File: src/rtl/cache_refill_axi_bridge.sv
// Instruction-cache refill responder: turns one line-read request into a 4-beat
// AXI4 INCR read burst and returns the assembled 128-bit line for two cycles.
//
// state  | meaning
// -------+-----------------------------------------------------------
// S_IDLE | waiting for rd_req; ret_data holds the previous line
// S_AR   | arvalid high, waiting for arready
// S_R    | rready high, collecting beats into the line buffer
// S_RET0 | ret_valid high, ret_err reports the burst error flag
// S_RET1 | ret_valid high second cycle, ret_err low

module cache_refill_axi_bridge #(
    parameter logic [3:0] ARID_VAL = 4'd0,
    parameter int         RET_HOLD = 2
) (
    input  logic         clk,
    input  logic         rst,
    input  logic         rd_req,
    input  logic [31:0]  rd_addr,
    output logic         ret_valid,
    output logic [127:0] ret_data,
    output logic         ret_err,
    output logic [3:0]   arid,
    output logic [31:0]  araddr,
    output logic [7:0]   arlen,
    output logic [2:0]   arsize,
    output logic [1:0]   arburst,
    output logic         arvalid,
    input  logic         arready,
    input  logic [31:0]  rdata,
    input  logic [1:0]   rresp,
    input  logic         rlast,
    input  logic         rvalid,
    output logic         rready
);

    typedef enum logic [2:0] {
        S_IDLE,
        S_AR,
        S_R,
        S_RET0,
        S_RET1
    } state_t;

    state_t       state;
    logic [127:0] line;
    logic [127:0] line_next;
    logic [1:0]   beat;
    logic         err;
    logic         beat_fire;
    logic         beat_end;
    logic         beat_err;
    logic         unused_addr_bits;

    if (RET_HOLD != 2) begin : g_bad_ret_hold
        $error("cache_refill_axi_bridge: RET_HOLD must be 2");
    end

    assign arid    = ARID_VAL;
    assign arlen   = 8'd3;
    assign arsize  = 3'b010;
    assign arburst = 2'b01;

    // Byte offset is dropped: the burst always starts on the line boundary.
    assign unused_addr_bits = ^rd_addr[3:0];

    assign beat_fire = rready && rvalid;
    assign beat_end  = rlast || (beat == 2'd3);
    // rlast must coincide exactly with the fourth beat; either mismatch is an error.
    assign beat_err  = (rresp != 2'b00) || (rlast != (beat == 2'd3));

    always_comb begin
        line_next = line;
        line_next[{beat, 5'd0} +: 32] = rdata;
    end

    always_ff @(posedge clk or negedge rst) begin
        if (!rst) begin
            state     <= S_IDLE;
            arvalid   <= 1'b0;
            araddr    <= '0;
            rready    <= 1'b0;
            ret_valid <= 1'b0;
            ret_err   <= 1'b0;
            ret_data  <= '0;
            line      <= '0;
            beat      <= '0;
            err       <= 1'b0;
        end else begin
            case (state)
                S_IDLE: begin
                    ret_valid <= 1'b0;
                    ret_err   <= 1'b0;
                    if (rd_req) begin
                        araddr  <= {rd_addr[31:4], 4'b0000};
                        line    <= '0;
                        beat    <= '0;
                        err     <= 1'b0;
                        arvalid <= 1'b1;
                        state   <= S_AR;
                    end
                end
                S_AR: begin
                    if (arready) begin
                        arvalid <= 1'b0;
                        rready  <= 1'b1;
                        state   <= S_R;
                    end
                end
                S_R: begin
                    if (beat_fire) begin
                        line <= line_next;
                        err  <= err || beat_err;
                        if (beat_end) begin
                            rready    <= 1'b0;
                            ret_valid <= 1'b1;
                            ret_data  <= line_next;
                            ret_err   <= err || beat_err;
                            state     <= S_RET0;
                        end else begin
                            beat <= beat + 2'd1;
                        end
                    end
                end
                S_RET0: begin
                    ret_valid <= 1'b1;
                    ret_err   <= 1'b0;
                    state     <= S_RET1;
                end
                S_RET1: begin
                    ret_valid <= 1'b0;
                    ret_err   <= 1'b0;
                    state     <= S_IDLE;
                end
                default: begin
                    arvalid   <= 1'b0;
                    rready    <= 1'b0;
                    ret_valid <= 1'b0;
                    ret_err   <= 1'b0;
                    state     <= S_IDLE;
                end
            endcase
        end
    end

endmodule

File: config.mk
export PLATFORM = sky130hd
export DESIGN_NAME = cache_refill_axi_bridge
export DESIGN_NICKNAME = d
export VERILOG_FILES = /design/src/rtl/cache_refill_axi_bridge.sv
export SDC_FILE = /design/constraint.sdc
export NUM_CORES = 1
export LEC_CHECK = 0
export BUFFER_PORTS_ARGS = -buffer_cell sky130_fd_sc_hd__buf_2
export CAP_MARGIN = 20
export CELL_PAD_IN_SITES_DETAIL_PLACEMENT = 2
export CELL_PAD_IN_SITES_GLOBAL_PLACEMENT = 2
export CORE_AREA = 2 2 141 247
export CTS_CLUSTER_DIAMETER = 100
export DETAILED_ROUTE_END_ITERATION = 7
export DIE_AREA = 0 0 143 249
export PLACE_DENSITY_LB_ADDON = 0.1
export SYNTH_ARGS = -nofsm -noshare
export SYNTH_HDL_FRONTEND = slang
export SYNTH_SLANG_ARGS = --single-unit
File: constraint.sdc
create_clock -name clk -period 4.41 [get_ports clk]
set_clock_uncertainty 0.2 [all_clocks]
set_input_delay 0.6615 -clock clk [delete_from_list [all_inputs] [get_ports clk]]
set_output_delay 0.6615 -clock clk [all_outputs]
set_load 0.02 [all_outputs]
After elaboration in Yosys (flattened, before gate mapping)
Index checks and enable logic that the tools add are counted.
{"block": "totals", "out_inout_bits": 181, "input_bits": 72, "wordCells": 74, "reg_bits": 294}
{"block": "op_classes", "shifts": 2, "n_addsub": 2, "bitwise": 3, "muxes": 29, "reduce_logical": 17, "eq_ne": 11}
{"cell": "2-to-1 mux 128 bit", "count": 2}
{"cell": "one-hot mux 128 bit (2 select lines)", "count": 1}
{"cell": "bitwise mux 128 bit", "count": 1}
{"cell": "variable shift 32 x 9 -> 128 bit (first input constant)", "count": 1}
{"cell": "indexed part select 32 x 9 -> 128 bit", "count": 1}
{"cell": "2-to-1 mux 3 bit", "count": 4}
{"cell": "one-hot mux 3 bit (4 select lines)", "count": 1}
{"cell": "AND reduction 3 bit", "count": 4}
{"cell": "AND reduction 4 bit", "count": 3}
{"cell": "2-to-1 mux 1 bit", "count": 11}
{"cell": "!= test 2 bit (second input constant)", "count": 5}
{"cell": "negation 7 -> 9 bit", "count": 1}
{"cell": "one-hot mux 1 bit (3 select lines)", "count": 3}
{"cell": "equality test 3 x 2 -> 1 bit (second input constant)", "count": 2}
{"cell": "2-to-1 mux 2 bit", "count": 3}
{"cell": "OR reduction 3 bit", "count": 2}
{"cell": "one-hot mux 1 bit (2 select lines)", "count": 2}
{"cell": "one-hot mux 2 bit (2 select lines)", "count": 1}
{"cell": "nonzero test 2 bit", "count": 2}
{"cell": "equality test 3 x 1 -> 1 bit (second input constant)", "count": 1}
{"cell": "equality test 3 bit (second input constant)", "count": 1}
{"cell": "zero test 3 bit", "count": 1}
{"cell": "logical OR 1 bit", "count": 3}
{"cell": "inverter 1 bit", "count": 3}
{"cell": "other kinds (5)", "count": 5}

Logic depth before layout (Yosys ltp)
{"block": "depth", "ltp_word": 7, "ltp_mapped": 9, "ltp_nobuf": 7}

Worst setup path before layout
No wires, ideal clock.
{"block": "synth_timing", "kind": "register -> register", "startpoint": "register beat[0]", "endpoint": "register line[69]", "slack_ns": 1.948, "period_less_slack_ns": 2.462, "required_time_ns": 4.144, "path_buffers": 3, "t_arrival_ns": 2.196, "setup_ns": 0.066, "stages_incl_launch_ff": 10, "cell_sequence": "dfrtp_1 inv_1 ha_1 buf_2 or3b_4 nor3b_4 and2_1 buf_4 buf_6 a22o_1"}
{"block": "synth_between", "elab_chain_cells": 5, "elab_cells_between_ends": 6, "classes_between": "add/sub: 1; shift: 2; mux: 3"}
{"item": "from (decl)", "line_no": "48", "source": "logic [1:0] beat;"}
{"item": "from (signal assigned)", "line_no": "121", "source": "beat <= beat + 2'd1;"}
{"item": "negation 7 -> 9 bit (*)", "line_no": "74", "source": "line_next[{beat, 5'd0} +: 32] = rdata;"}
{"item": "indexed part select 32 x 9 -> 128 bit / variable shift 32 x 9 -> 128 bit (equally long branches)", "line_no": "74"}
{"item": "bitwise mux 128 bit (*)", "line_no": "74"}
{"item": "2-to-1 mux 128 bit (*)", "line_no": "111", "source": "if (beat_fire) begin"}
{"item": "one-hot mux 128 bit (2 select lines) (*)", "line_no": "90", "source": "case (state)"}
{"item": "to (signal assigned)", "line_no": "112", "source": "line <= line_next;"}
{"item": "to (decl)", "line_no": "46", "source": "logic [127:0] line;"}
Every way passes the cells marked *; elsewhere a longest branch is shown, timed or not. The select of a mux whose other input is x is not followed.
A chain may end at the register's enable or synchronous reset.

Final worst setup path
{"block": "layout_timing", "startpoint": "register beat[0]", "endpoint": "register line[64]"}
The elaborated chain is that of the path after synthesis.

==> flow_metrics.env <==
export IMPL_numCtsBuffers=29
export IMPL_final_cell_mix="dfrtp_1, a21oi_1, buf_2"
export IMPL_die_x_um=143
export IMPL_synth_area_leader_cell="dfrtp_1"
export IMPL_core_area_um2=33500
export IMPL_violations="negative hold slack"
export IMPL_port_buffers=227
export IMPL_drc_errors=0
export IMPL_crit_path_end_kind="flop"
export IMPL_ys_async_sr_fraction=1.00
export IMPL_syn_cell_area_um2=12600
export IMPL_clk_pin_slew_ns=0.07
export IMPL_max_stage_delay_ns=0.63
export IMPL_synth_top_cell_area_share=0.582
export IMPL_post_cts_setup_buffers=0
export IMPL_fin_crit_ns=3.42
export IMPL_cpMostUsedCell="buf_4"
export IMPL_clkSinkCount=294
export IMPL_cap_viol_max_count=0
export IMPL_fp_dieH_um=249
export IMPL_drv_slew=0
export IMPL_grt_util_all_layers=0.232
export IMPL_firstDrtPassIters=4
export IMPL_syn_area_per_cell_um2=10.6
export IMPL_ctsResizeCount=0
export IMPL_timing_final_crit_share=0.775
export IMPL_p_leak_nw=7.14
export IMPL_setup_viol=0
export IMPL_vdd_drop_max_v=0.000365
export IMPL_postLayoutCellArea_um2=15000
export IMPL_viasPerCell=5.33
export IMPL_holdWs_ns=-0.0184
export IMPL_yosys_warnings=0
export IMPL_path_class="flop to flop"
export IMPL_synth_ff_type="dfrtp_1"
export IMPL_hpwl_um=27400
export IMPL_syn_inst=1193
export IMPL_antenna_found_initial=1
export IMPL_start_util=0.377
export IMPL_status="complete, but fails checks"
export IMPL_required_ns=4.71
export IMPL_clk_latency_ns=0.56
export IMPL_io_pins=253
export IMPL_fp_row_count=89
export IMPL_tritoncts="built"
export IMPL_first_iter_violations=347
export IMPL_startpoint_type="flop"
export IMPL_place_gp_congestion=0.774
export IMPL_fmax_ghz=0.293
export IMPL_grt_pass1_wl_um=64600
export IMPL_fillers=3580
export IMPL_synth_area_top_cells="dfrtp_1, a21oi_1, a22o_1"
export IMPL_rsz0062_at_grt="no"
export IMPL_layout_commonest_cell="dfrtp_1"
export IMPL_arrival_ns=3.71
export IMPL_tns_ns=0
export IMPL_root_buffer="clkbuf_16"
export IMPL_h_tree_depth=1
export IMPL_worstPathMaxFanout=32
export IMPL_holdBufCountCts=0
export IMPL_grt_overflow=0
export IMPL_tightestPinTransition_ns=1.13
export IMPL_drive_gt1_frac=0.252
export IMPL_dieArea_um2=35600
export IMPL_cp_slowest_cell="dfrtp_1"
export IMPL_yosysUniqueCellTypes=36
export IMPL_p_per_area_nw_per_um2=707
export IMPL_grt_pass1_vias=10900
export IMPL_max_slew_margin=0.244
export IMPL_path_cells="inv_1, ha_1, or3b_4, nor3b_4, buf_4, and2_1, buf_4, a22o_1"
export IMPL_grt_start_max_net_pins=113
export IMPL_synth_edff_count=0
export IMPL_synth_seq_area_share=0.582
export IMPL_routed_via_count=9797
export IMPL_final_antenna_net_count=0
export IMPL_placed_area_um2=14100
export IMPL_syn_to_final_growth_pct=18.9
export IMPL_finalHoldViolCount=10
export IMPL_min_path_type="input pin to async pin"
export IMPL_clockBufferDepth=3
export IMPL_fin_nets=1441
export IMPL_wl_per_cell_um=22.2
export IMPL_num_antenna_cells=0
export IMPL_drt_wl_total_um=40800
export IMPL_ys_ff_latch=294
critical path: cells and delay by family, from the launching register on:
| kind | cells | cell delay, ns |
|---|---|---|
| AOI/OAI and AO/OA | 1 | 0.20 |
| adders and majority gates | 1 | 0.55 |
| buffers and inverters | 3 | 0.82 |
| DFF | 1 | 0.63 |
| and+or+nand+nor | 3 | 0.91 |
cell usage after synthesis (3+ instances only):
cell type,count
and2_1,3
nor2b_1,131
a22o_1,121
ha_1,7
nand3_1,3
nand2_1,7
a21oi_1,263
buf_6,3
inv_1,5
buf_2,46
o21ai_0,7
buf_4,24
dfrtp_1,294
nor3_1,5
a22oi_1,10
nor2_1,146
mux2_2,29
nor4bb_1,3
clkbuf_1,64
path summary, 6_finish.rpt:
path	start	slack (ns)	to	cells after the start
min in group clk	rd_addr[19]	0.12	araddr[19]	2
hold reg to reg	line[12]	0.30	line[12]	1
setup / recovery	beat[0]	0.99	line[64]	8
setup reg to reg	beat[0]	0.99	line[64]	8
max in group asynchronous	rst	2.95	line[45]	2
hold / removal	rst	-0.02	ret_data[67]	1
registers in the layout (all words and copies together), names as in the netlist:
register	flops
ret_err	1
ret_data	128
ret_valid	1
araddr	28
arvalid	1
line	128
beat	2
state	3
rready	1
err	1
metrics by stage:
step | power, mW | hold WS [ns] | setup WS, ns | util | instances
after floorplan | 6.54 | 0.166 | 1.95 | - | 1212
after global placement | 8.02 | 0.275 | 1.04 | 0.420 | 1786
after detailed placement | 8.17 | 0.273 | 0.961 | 0.420 | 1786
after CTS | 10.8 | 0.0151 | 0.949 | 0.449 | 1838
after global routing | 11.3 | 0.0422 | 0.748 | 0.449 | 1838
final | 10.6 | -0.0184 | 0.994 | 0.449 | 1838
where the power goes:
group	switching (mW)	internal [mW]	leakage, nW
Combinational	2.60	1.34	2.87
Sequential	0.548	3.57	3.79
Clock	1.10	1.47	0.479
Total	4.24	6.39	7.14
kinds of logic (layout without fill, tap and decap cells):
group | count (synthesis) | count (layout) | share of synthesized area
mux | 30 | 30 | 0.0266
other cells | 2 | 21 | 0.000594
flops | 294 | 294 | 0.582
fa+ha+maj | 7 | 7 | 0.00693
simple gates | 312 | 312 | 0.129
compound gates | 404 | 404 | 0.199
buf+inv | 144 | 315 | 0.0563
per-layer routing:
metal	wire, um	global-route usage	vias to the layer above
li1	-	-	4404
met1	15700	0.273	5146
met2	22700	0.436	203
met3	1600	0.0333	42
met4	826	0.0577	2
met5	7	0	-
area by class of cell:
type,instances,area (um2),area share
clock buffers,37,776,0.0516
inverters,6,22.5,0.00150
multi-input cells,774,4680,0.312
well taps,455,569,0.0379
flip-flops and latches,294,7360,0.489
clock inverters,15,179,0.0119
repair buffers,257,1450,0.0962
(Power assumes the default switching activity.)
